===== config.mk =====
export PLATFORM = sky130hd
export DESIGN_NAME = fft_pingpong_mem_ctl_flat
export DESIGN_NICKNAME = d
export VERILOG_FILES = /design/src/rtl/fft_mem_pkg.sv /design/src/rtl/fft_pingpong_mem_ctl_if.sv /design/src/rtl/fft_mem_bank.sv /design/src/rtl/fft_pingpong_mem_ctl.sv /design/src/flat_wrapper.sv
export SDC_FILE = /design/constraint.sdc
export NUM_CORES = 2
export LEC_CHECK = 0
export CORE_MARGIN = 2
export CORE_UTILIZATION = 45
export DETAILED_ROUTE_END_ITERATION = 10
export MAX_ROUTING_LAYER = met4
export PLACE_DENSITY = 0.63
export SLEW_MARGIN = 20
export SYNTH_ARGS = -nofsm -noshare
export SYNTH_HDL_FRONTEND = slang
export SYNTH_SLANG_ARGS = --single-unit

===== constraint.sdc =====
create_clock -name clk -period 6.2 [get_ports clk]
set_clock_uncertainty 0.05 [all_clocks]
set_input_delay 0.93 -clock clk [delete_from_list [all_inputs] [get_ports clk]]
set_output_delay 0.93 -clock clk [all_outputs]
set_load 0.005 [all_outputs]

===== src/rtl/fft_mem_pkg.sv =====
// rtl/fft_mem_pkg.sv - shared constants and helpers for the FFT ping-pong buffer
package fft_mem_pkg;

  localparam int DEF_DATA_W = 8;
  localparam int DEF_ADDR_W = 5;
  localparam int MAX_ADDR_W = 16;

  localparam logic BANK0 = 1'b0;
  localparam logic BANK1 = 1'b1;

  // Reverses the low w bits of a; bits at and above w come back as zero.
  function automatic logic [MAX_ADDR_W-1:0] bitrev(input logic [MAX_ADDR_W-1:0] a, input int w);
    logic [MAX_ADDR_W-1:0] r;
    r = '0;
    for (int i = 0; i < w; i++) begin
      r[i] = a[w-1-i];
    end
    return r;
  endfunction

endpackage


===== src/rtl/fft_pingpong_mem_ctl_if.sv =====
// rtl/fft_pingpong_mem_ctl_if.sv - fill stream, butterfly access and status bundle
interface fft_pingpong_mem_ctl_if
  import fft_mem_pkg::*;
#(
  parameter int DATA_W = DEF_DATA_W,
  parameter int ADDR_W = DEF_ADDR_W
);

  logic              in_valid;
  logic              in_ready;
  logic [DATA_W-1:0] in_data;
  logic [ADDR_W:0]   fill_count;

  logic              rd_en;
  logic [ADDR_W-1:0] rd_addr_a;
  logic [ADDR_W-1:0] rd_addr_b;
  logic [DATA_W-1:0] rd_data_a;
  logic [DATA_W-1:0] rd_data_b;
  logic              rd_valid;

  logic              wr_en_a;
  logic [ADDR_W-1:0] wr_addr_a;
  logic [DATA_W-1:0] wr_data_a;
  logic              wr_en_b;
  logic [ADDR_W-1:0] wr_addr_b;
  logic [DATA_W-1:0] wr_data_b;

  logic              proc_done;
  logic              proc_busy;
  logic              bank_sel;
  logic              swap;

  modport master (
    output in_valid, in_data,
    output rd_en, rd_addr_a, rd_addr_b,
    output wr_en_a, wr_addr_a, wr_data_a, wr_en_b, wr_addr_b, wr_data_b,
    output proc_done,
    input  in_ready, fill_count, rd_data_a, rd_data_b, rd_valid,
    input  proc_busy, bank_sel, swap
  );

  modport slave (
    input  in_valid, in_data,
    input  rd_en, rd_addr_a, rd_addr_b,
    input  wr_en_a, wr_addr_a, wr_data_a, wr_en_b, wr_addr_b, wr_data_b,
    input  proc_done,
    output in_ready, fill_count, rd_data_a, rd_data_b, rd_valid,
    output proc_busy, bank_sel, swap
  );

endinterface


===== src/rtl/fft_mem_bank.sv =====
// rtl/fft_mem_bank.sv - DEPTH x DATA_W register bank, two write ports (B wins), two registered reads
module fft_mem_bank
  import fft_mem_pkg::*;
#(
  parameter int DATA_W = DEF_DATA_W,
  parameter int ADDR_W = DEF_ADDR_W
) (
  input  logic              clk,
  input  logic              rst,
  input  logic              wr_en_a,
  input  logic [ADDR_W-1:0] wr_addr_a,
  input  logic [DATA_W-1:0] wr_data_a,
  input  logic              wr_en_b,
  input  logic [ADDR_W-1:0] wr_addr_b,
  input  logic [DATA_W-1:0] wr_data_b,
  input  logic              rd_en,
  input  logic [ADDR_W-1:0] rd_addr_a,
  input  logic [ADDR_W-1:0] rd_addr_b,
  output logic [DATA_W-1:0] rd_data_a,
  output logic [DATA_W-1:0] rd_data_b
);

  localparam int DEPTH = 1 << ADDR_W;

  logic [DATA_W-1:0] mem [DEPTH];

  // Port B is written last so it overrides port A on an address clash.
  always_ff @(posedge clk or negedge rst) begin
    if (!rst) begin
      for (int i = 0; i < DEPTH; i++) begin
        mem[i] <= '0;
      end
    end else begin
      if (wr_en_a) mem[wr_addr_a] <= wr_data_a;
      if (wr_en_b) mem[wr_addr_b] <= wr_data_b;
    end
  end

  always_ff @(posedge clk or negedge rst) begin
    if (!rst) begin
      rd_data_a <= '0;
      rd_data_b <= '0;
    end else if (rd_en) begin
      rd_data_a <= mem[rd_addr_a];
      rd_data_b <= mem[rd_addr_b];
    end
  end

endmodule


===== src/rtl/fft_pingpong_mem_ctl.sv =====
// rtl/fft_pingpong_mem_ctl.sv - ping-pong buffer: fill counter, bank swap control and port muxing
module fft_pingpong_mem_ctl
  import fft_mem_pkg::*;
#(
  parameter int DATA_W    = DEF_DATA_W,
  parameter int ADDR_W    = DEF_ADDR_W,
  parameter int BITREV_IN = 1
) (
  input  logic                 clk,
  input  logic                 rst,
  fft_pingpong_mem_ctl_if.slave bus
);

  localparam int              DEPTH = 1 << ADDR_W;
  localparam logic [ADDR_W:0] FULL  = (ADDR_W+1)'(DEPTH);

  logic              bank_sel, bank_sel_n;
  logic              proc_busy, proc_busy_n;
  logic              swap, swap_n;
  logic [ADDR_W:0]   fill_count, fill_count_n;
  logic              rd_valid;
  logic              rd_bank;

  logic              in_ready;
  logic              fill_fire;
  logic              swap_go;
  logic [ADDR_W-1:0] fill_addr;

  logic              bk_wr_en_a    [2];
  logic              bk_wr_en_b    [2];
  logic              bk_rd_en      [2];
  logic [ADDR_W-1:0] bk_wr_addr_a  [2];
  logic [ADDR_W-1:0] bk_wr_addr_b  [2];
  logic [DATA_W-1:0] bk_wr_data_a  [2];
  logic [DATA_W-1:0] bk_wr_data_b  [2];
  logic [DATA_W-1:0] bk_rd_data_a  [2];
  logic [DATA_W-1:0] bk_rd_data_b  [2];

  always_ff @(posedge clk or negedge rst) begin
    if (!rst) begin
      bank_sel   <= BANK0;
      proc_busy  <= 1'b0;
      swap       <= 1'b0;
      fill_count <= '0;
      rd_valid   <= 1'b0;
      rd_bank    <= BANK0;
    end else begin
      bank_sel   <= bank_sel_n;
      proc_busy  <= proc_busy_n;
      swap       <= swap_n;
      fill_count <= fill_count_n;
      rd_valid   <= bus.rd_en;
      // Remember which bank answered so the output holds across a later swap.
      if (bus.rd_en) rd_bank <= bank_sel;
    end
  end

  always_comb begin
    bank_sel_n   = bank_sel;
    proc_busy_n  = proc_busy;
    swap_n       = 1'b0;
    fill_count_n = fill_count;
    if (swap_go) begin
      bank_sel_n   = ~bank_sel;
      proc_busy_n  = 1'b1;
      swap_n       = 1'b1;
      fill_count_n = '0;
    end else begin
      if (fill_fire) fill_count_n = fill_count + 1'b1;
      if (bus.proc_done && proc_busy) proc_busy_n = 1'b0;
    end
  end

  always_comb begin
    in_ready  = (fill_count != FULL);
    fill_fire = bus.in_valid && in_ready;
    swap_go   = (fill_count == FULL) && !proc_busy;
    if (BITREV_IN != 0) begin
      fill_addr = ADDR_W'(bitrev(MAX_ADDR_W'(fill_count[ADDR_W-1:0]), ADDR_W));
    end else begin
      fill_addr = fill_count[ADDR_W-1:0];
    end
  end

  // The processing bank takes butterfly traffic; the other bank only sees fill writes on port A.
  always_comb begin
    for (int b = 0; b < 2; b++) begin
      bk_wr_en_a[b]   = 1'b0;
      bk_wr_en_b[b]   = 1'b0;
      bk_rd_en[b]     = 1'b0;
      bk_wr_addr_a[b] = fill_addr;
      bk_wr_addr_b[b] = bus.wr_addr_b;
      bk_wr_data_a[b] = bus.in_data;
      bk_wr_data_b[b] = bus.wr_data_b;
      if (bank_sel == 1'(b)) begin
        bk_wr_en_a[b]   = proc_busy && bus.wr_en_a;
        bk_wr_en_b[b]   = proc_busy && bus.wr_en_b;
        bk_rd_en[b]     = bus.rd_en;
        bk_wr_addr_a[b] = bus.wr_addr_a;
        bk_wr_data_a[b] = bus.wr_data_a;
      end else begin
        bk_wr_en_a[b]   = fill_fire;
      end
    end
  end

  for (genvar g = 0; g < 2; g++) begin : g_bank
    fft_mem_bank #(
      .DATA_W (DATA_W),
      .ADDR_W (ADDR_W)
    ) u_bank (
      .clk       (clk),
      .rst       (rst),
      .wr_en_a   (bk_wr_en_a[g]),
      .wr_addr_a (bk_wr_addr_a[g]),
      .wr_data_a (bk_wr_data_a[g]),
      .wr_en_b   (bk_wr_en_b[g]),
      .wr_addr_b (bk_wr_addr_b[g]),
      .wr_data_b (bk_wr_data_b[g]),
      .rd_en     (bk_rd_en[g]),
      .rd_addr_a (bus.rd_addr_a),
      .rd_addr_b (bus.rd_addr_b),
      .rd_data_a (bk_rd_data_a[g]),
      .rd_data_b (bk_rd_data_b[g])
    );
  end

  assign bus.in_ready   = in_ready;
  assign bus.fill_count = fill_count;
  assign bus.proc_busy  = proc_busy;
  assign bus.bank_sel   = bank_sel;
  assign bus.swap       = swap;
  assign bus.rd_valid   = rd_valid;
  assign bus.rd_data_a  = (rd_bank == BANK1) ? bk_rd_data_a[1] : bk_rd_data_a[0];
  assign bus.rd_data_b  = (rd_bank == BANK1) ? bk_rd_data_b[1] : bk_rd_data_b[0];

endmodule


===== src/flat_wrapper.sv =====
// flat-port wrapper written by rule: the top's interface ports become plain ports
module fft_pingpong_mem_ctl_flat import fft_mem_pkg::*;
#(
  parameter int DATA_W    = DEF_DATA_W,
  parameter int ADDR_W    = DEF_ADDR_W,
  parameter int BITREV_IN = 1
)
  (clk, rst, bus_in_valid, bus_in_data, bus_rd_en, bus_rd_addr_a, bus_rd_addr_b, bus_wr_en_a, bus_wr_addr_a, bus_wr_data_a, bus_wr_en_b, bus_wr_addr_b, bus_wr_data_b, bus_proc_done, bus_in_ready, bus_fill_count, bus_rd_data_a, bus_rd_data_b, bus_rd_valid, bus_proc_busy, bus_bank_sel, bus_swap);
  fft_pingpong_mem_ctl_if #(.DATA_W(DATA_W), .ADDR_W(ADDR_W)) bus_i ();
  input  logic clk;
  input  logic rst;
  input wire logic [$bits(bus_i.in_valid)-1:0] bus_in_valid;
  input wire logic [$bits(bus_i.in_data)-1:0] bus_in_data;
  input wire logic [$bits(bus_i.rd_en)-1:0] bus_rd_en;
  input wire logic [$bits(bus_i.rd_addr_a)-1:0] bus_rd_addr_a;
  input wire logic [$bits(bus_i.rd_addr_b)-1:0] bus_rd_addr_b;
  input wire logic [$bits(bus_i.wr_en_a)-1:0] bus_wr_en_a;
  input wire logic [$bits(bus_i.wr_addr_a)-1:0] bus_wr_addr_a;
  input wire logic [$bits(bus_i.wr_data_a)-1:0] bus_wr_data_a;
  input wire logic [$bits(bus_i.wr_en_b)-1:0] bus_wr_en_b;
  input wire logic [$bits(bus_i.wr_addr_b)-1:0] bus_wr_addr_b;
  input wire logic [$bits(bus_i.wr_data_b)-1:0] bus_wr_data_b;
  input wire logic [$bits(bus_i.proc_done)-1:0] bus_proc_done;
  output wire logic [$bits(bus_i.in_ready)-1:0] bus_in_ready;
  output wire logic [$bits(bus_i.fill_count)-1:0] bus_fill_count;
  output wire logic [$bits(bus_i.rd_data_a)-1:0] bus_rd_data_a;
  output wire logic [$bits(bus_i.rd_data_b)-1:0] bus_rd_data_b;
  output wire logic [$bits(bus_i.rd_valid)-1:0] bus_rd_valid;
  output wire logic [$bits(bus_i.proc_busy)-1:0] bus_proc_busy;
  output wire logic [$bits(bus_i.bank_sel)-1:0] bus_bank_sel;
  output wire logic [$bits(bus_i.swap)-1:0] bus_swap;
  assign bus_i.in_valid = bus_in_valid;
  assign bus_i.in_data = bus_in_data;
  assign bus_i.rd_en = bus_rd_en;
  assign bus_i.rd_addr_a = bus_rd_addr_a;
  assign bus_i.rd_addr_b = bus_rd_addr_b;
  assign bus_i.wr_en_a = bus_wr_en_a;
  assign bus_i.wr_addr_a = bus_wr_addr_a;
  assign bus_i.wr_data_a = bus_wr_data_a;
  assign bus_i.wr_en_b = bus_wr_en_b;
  assign bus_i.wr_addr_b = bus_wr_addr_b;
  assign bus_i.wr_data_b = bus_wr_data_b;
  assign bus_i.proc_done = bus_proc_done;
  assign bus_in_ready = bus_i.in_ready;
  assign bus_fill_count = bus_i.fill_count;
  assign bus_rd_data_a = bus_i.rd_data_a;
  assign bus_rd_data_b = bus_i.rd_data_b;
  assign bus_rd_valid = bus_i.rd_valid;
  assign bus_proc_busy = bus_i.proc_busy;
  assign bus_bank_sel = bus_i.bank_sel;
  assign bus_swap = bus_i.swap;
  fft_pingpong_mem_ctl #(.DATA_W(DATA_W), .ADDR_W(ADDR_W), .BITREV_IN(BITREV_IN)) u_core (.clk(clk), .rst(rst), .bus(bus_i));
endmodule

After elaboration in Yosys (flattened, before gate mapping):

Index checks and enable logic that the tools add are counted.

* flip-flop bits (word level): 555
* logic and storage cells: 145

* $add $sub $neg: 1
* magnitude comparators: 8
* equal/unequal tests: 2
* muxes and demuxes: 43
* bitwise operators: 6
* reduce and logical (&&, ||, !) cells: 11

Operators by type and width (count)
* bitwise mux 256 bit: 4
* two-way mux 256 bit: 4
* binary-select mux 8 bit (select 5 bit): 4
* demux 8 bit (select 5 bit): 3
* two-way mux 8 bit: 15
* >= comparator 6 bit, second input constant: 5
* NOT 5 -> 6 bit: 5
* < comparator 6 x 1 -> 1 bit, second input constant: 3
* two-way mux 6 bit: 2
* two-way mux 5 bit: 2
* two-way mux 1 bit: 9
* logical AND 1 bit: 8
* adder 6 x 1 -> 6 bit, second input constant: 1
* equality test 6 bit, second input constant: 1
* != test 6 bit, second input constant: 1
* nonzero test 2 bit: 2
* zero test 1 bit: 1
* NOT 1 bit: 1

Longest topological paths before layout:

* depth after elaboration: 10
* gate-level depth with buffers: 10
* depth with buffers taken out: 7

Modules after synthesis:

A second synthesis with hierarchy kept.

* cell total of the unflattened synthesis: 3682
* area, all modules: 35620.4 µm²

Modules (own cells, without submodules)
* fft_mem_bank (u_core.g_bank[0].u_bank): instances 1, cells an instance 1790, area an instance 17334.1 µm², seq. area each 6806.5 µm²
* fft_mem_bank (u_core.g_bank[1].u_bank): instances 1, cells an instance 1790, area an instance 17241.5 µm², seq. area each 6806.5 µm²
* fft_pingpong_mem_ctl: instances 1, cells an instance 102, area an instance 1044.8 µm², seq. area each 275.3 µm²

Least setup slack after synthesis:

OpenSTA, ideal clock, no wires.

* path kind: in2reg
* start point: in bus_rd_addr_b[1]
* end point: reg u_core.g_bank[0].u_bank.rd_data_b[7]
* arrival time: 2389 ps
* required time: 6030 ps
* setup slack: 3641 ps
* cell stages on the path: 8
* cell sequence: buf_2 > nor2_1 > clkbuf_1 > buf_1 > a22oi_1 > nand3_1 > o2111ai_1 > o211a_1

* word-level cells in the longest chain between the ends: 4

RTL lines
* start: declaration: line flat_wrapper.sv:16 `input wire logic [$bits(bus_i.rd_addr_b)-1:0] bus_rd_addr_b;`
* NOT 5 -> 6 bit (not written as such): line fft_mem_bank.sv:45 `rd_data_b <= mem[rd_addr_b];`
* binary-select mux 8 bit (select 5 bit): line fft_mem_bank.sv:45
* two-way mux 8 bit (not written as such) (2 in series): line fft_mem_bank.sv:45
* end signal: assignment: line fft_mem_bank.sv:45
* end: declaration: line fft_mem_bank.sv:20 `output logic [DATA_W-1:0] rd_data_b`

No other way between the ends. The select of a mux whose other input is x is not followed.
A chain may end at the register's enable or synchronous reset.

Worst setup path in the final report:

* start point: reg u_core.bank_sel (netlist: u_core.bus.bank_sel)
* end point: reg u_core.g_bank[0].u_bank.mem[238] in the netlist's numbering

* word-level cells in the longest chain between the ends: 10

RTL lines
* start: declaration: line fft_pingpong_mem_ctl.sv:17 `logic bank_sel, bank_sel_n;`
* start signal: assignment: line fft_pingpong_mem_ctl.sv:48 `bank_sel <= bank_sel_n;`
* two-way mux 5 bit: line fft_pingpong_mem_ctl.sv:95 `if (bank_sel == 1'(b)) begin`
* NOT 5 -> 6 bit (not written as such): line fft_mem_bank.sv:34 `if (wr_en_a) mem[wr_addr_a] <= wr_data_a;`
* >= comparator 6 bit (not written as such) / < comparator 6 x 1 -> 1 bit (equally long branches): line fft_mem_bank.sv:34
* logical AND 1 bit (not written as such): line fft_mem_bank.sv:34
* two-way mux 8 bit (not written as such): line fft_mem_bank.sv:34
* demux 8 bit (select 5 bit): line fft_mem_bank.sv:34
* bitwise mux 256 bit: line fft_mem_bank.sv:34
* two-way mux 256 bit: line fft_mem_bank.sv:34
* bitwise mux 256 bit: line fft_mem_bank.sv:35 `if (wr_en_b) mem[wr_addr_b] <= wr_data_b;`
* two-way mux 256 bit *: line fft_mem_bank.sv:35
* end signal: indexed assignment: line fft_mem_bank.sv:34
* end signal: indexed assignment: line fft_mem_bank.sv:35
* end: declaration: line fft_mem_bank.sv:25 `logic [DATA_W-1:0] mem [DEPTH];`

Every way passes the cells marked *; elsewhere a longest branch is shown, timed or not.

==> flow_summary.toml <==
[outcome]
status = "finished, final reports clean"

[floorplan]
rows = 103
core-area_sq_um = 78700
dieArea_sq_um = 81600
ios = 78
start_util_pct = 45.3
die_y_um = 286
die_w_um = 286

[pwr]
power.switching_mw = 5.06
power_frac_seq_pct = 40.4
power_frac_clock_pct = 29.8
p_int_mw = 8.46
p_sw_share_pct = 37.4
combPwrFrac_pct = 29.8
max-vdd-ir-drop_v = 0.000312
p_leak_nw = 17.8
power_density_nw_per_um2 = 348

[global_route]
overflow = 0
grt_max_degree = 130
grt_antenna_before_repair = 0
grt_pass1_wl_um = 198000
gr-usage-all-layers_pct = 33.6
first_global_vias = 28200

[route]
routed_wl_um = 135000
routed_via_density = 6.52
drc = 0
routed-via-count = 30000
wl_per_cell_um = 29.5
ant_nets = 0
wl_met3_um = 15900
dr.pass1.iters = 6
top_layer = "met4"
drtIter0Drc = 4411
wl_met1_um = 58900
wl_met2_um = 56200

[setup_path]
r2r_cells = 6
path_max_fanout = 38
cp-start-kind = "register"
crit_family = "multiplexers"
end_kind = "register"
timing.rr.end = "u_core.g_bank[0].u_bank.mem[238]"
worst-path-buf-inv = 1
r2r-start = "u_core.bus.bank_sel"
reg2reg_slack_ns = 2.11
required_ns = 6.61
crit_chain = "buf_4 > mux2_2 > a21oi_4 > nor2b_1 > mux2i_1 > o21ai_1"
max_stage_delay_ns = 0.83
critPathKind = "register to register"
critical-path-slowest-cell = "nor2b_1"
cp.arrival_ns = 4.50
crit_path_start = "u_core.bus.bank_sel"

[yosys]
synth_compound_area_share_pct = 15.9
ys_ff_latch = 555
synthSimpleGateAreaFrac_pct = 9.69
yosysWarnings = 0
syn_avg_cell_area_sq_um = 9.79
synth_flop_cell = "dfrtp_1"
syn_area_sq_um = 35700
synth_top_family_by_area = "multiplexers"
synth_fa_ha_area_share_pct = 0.0701
ys_seq_area_share_pct = 38.9
netlist_instances = 3645
synth_nets = 3698
yosys.area_share.xor_xnor_pct = 0.0981
synth_cell_types = 75
synth-edff-count = 0
synthArstFlopShare_pct = 100
synth.mux.area_fraction_pct = 30.4

[layout]
nets = 3549
drive_gt1_share_pct = 8.95
final-instance-count-excl-fill = 4594
fill_cells = 7157
stdcell_area_sq_um = 38800
multi_input_area_sq_um = 20200
areaGrowthSynthToFinish_pct = 8.77
regArea_sq_um = 13900

[cts]
clock_latency_ns = 0.62
cts_resized = 0
hold_buffers = 0
clock_path_buffers = 3
cts-root-buf = "clkbuf_16"
clkSinkCount = 555
cts_setup_buffers = 0
cts_buffers = 68
path_clk_slew_ns = 0.06
cts_tree = "yes"
htreeDepth = 3

[sta]
tightestPinTransition_ns = 1.26
hold_viol = 0
setup_violations = 0
fmax_ghz = 0.245
slew_viol_final = 0
slew_headroom_pct = 16.3
final.period_utilization_pct = 65.9
tns_ns = 0
min_period_ns = 4.09
rsz0062_at_grt = "no"

[run]
cap_violations = 0

[placement]
finalWeightedCongestion = 0.945
post-place-cells = 4475
postPlaceCellArea_sq_um = 36600
dp_hpwl_um = 85000
port-buffer-count = 77

[hold_path]
min_path_type = "primary input to asynchronous set/reset pin"
power by group through the flow:
stage,combinational [mW],clock (mW),sequential [mW]
detailed placement,3.90,0,5.46
finish,4.03,4.03,5.46
global placement,3.84,0,5.43
CTS,3.90,4.06,5.41
floorplan,2.66,0,5.09
global route,4.27,4.19,5.55
through the flow:
step	utilization, %	hold WS, ns	setup slack (ns)	power [mW]
2_1_floorplan	-	0.388	3.64	7.76
5_1_grt	49.3	0.367	2.01	14.0
6_report	49.3	0.289	2.11	13.5
3_3_place_gp	46.4	0.425	1.73	9.28
3_5_place_dp	46.5	0.423	1.80	9.36
4_1_cts	49.2	0.359	2.23	13.4
worst register-to-register path, cell delays in order (launching register included):
cell,delay (ns)
dfrtp_2,0.78
buf_4,0.59
mux2_2,0.68
a21oi_4,0.64
nor2b_1,0.83
mux2i_1,0.28
o21ai_1,0.09
cells by family after synthesis:
group                    count (synthesis)
AND/OR/NAND/NOR                        758
AO/OA/AOI/OAI                          920
XOR/XNOR                                 4
buffers and inverters                  346
flip-flops                             555
adder cells (fa/ha/maj)                  2
multiplexers                          1060
placed cells by master, fill, tap and decap left out, types with 33 or more instances in the layout:
master	netlist	final
nor2_1	57	55
a221oi_1	63	63
mux2i_1	997	997
dfrtp_1	555	554
o21ai_1	133	133
a22o_1	58	58
buf_4	32	33
clkbuf_16	0	73
mux2_2	45	45
a22oi_1	119	119
a21oi_1	70	70
clkdlybuf4s50_1	0	66
o21ai_0	386	386
nand2_1	558	558
flip-flops by register name, indices dropped and copies added (netlist names):
| name | flops |
|---|---|
| u_core.g_bank.u_bank.mem | 512 |
| u_core.g_bank.u_bank.rd_data_a | 16 |
| u_core.g_bank.u_bank.rd_data_b | 16 |
| u_core.bus.fill_count | 6 |
| u_core.bus.bank_sel | 1 |
| u_core.bus.proc_busy | 1 |
| u_core.bus.rd_valid | 1 |
| u_core.bus.swap | 1 |
| u_core.rd_bank | 1 |
worst max path at each step:
stage	to	cells past startpoint
CTS	u_core.g_bank[0].u_bank.mem[238]	6
detailed placement	u_core.g_bank[0].u_bank.rd_data_b[6]	7
global placement	u_core.g_bank[0].u_bank.rd_data_a[3]	7
floorplan	u_core.g_bank[0].u_bank.rd_data_b[7]	8
finish	u_core.g_bank[0].u_bank.mem[238]	6
global route	u_core.g_bank[0].u_bank.mem[237]	6
layout make-up:
type	count	share of cell area (%)
clock buffer	102	5.29
timing repair buffer	122	3.24
multi-input combinational	2744	51.9
sequential	555	35.8
antenna	2	0.0129
tap	1050	3.38
clock inverter	14	0.316
inverter	5	0.0483
layer usage:
layer	global-route usage, %	up-vias
met5	-	-
met4	10.7	0
met1	48.0	14900
li1	-	13000
met3	9.06	276
met2	46.0	1840
Yosys cell counts, types with 11 or more instances:
master      n  area (sq um)
buf_6      22           248
a22oi_1   119           893
nand3b_1   11          82.6
o21ai_0   386          1930
nor2_1     57           214
buf_4      32           240
clkbuf_2   13          65.1
o22ai_1    29           181
dfrtp_1   555         13900
clkbuf_1  162           608
mux2_2     45           507
buf_1      11          41.3
a22o_1     58           508
nor3_2     11           110
nand2_2    21           131
nand2_1   558          2090
o41ai_1    28           245
mux2i_1   997          9980
a221oi_1   63           552
mux4_2     14           315
nand3_2    14           140
a21oi_1    70           350
nand3_1    11          55.1
o21ai_1   133           666
buf_2     100           500
Note: power is estimated with default switching activity, not from simulation.
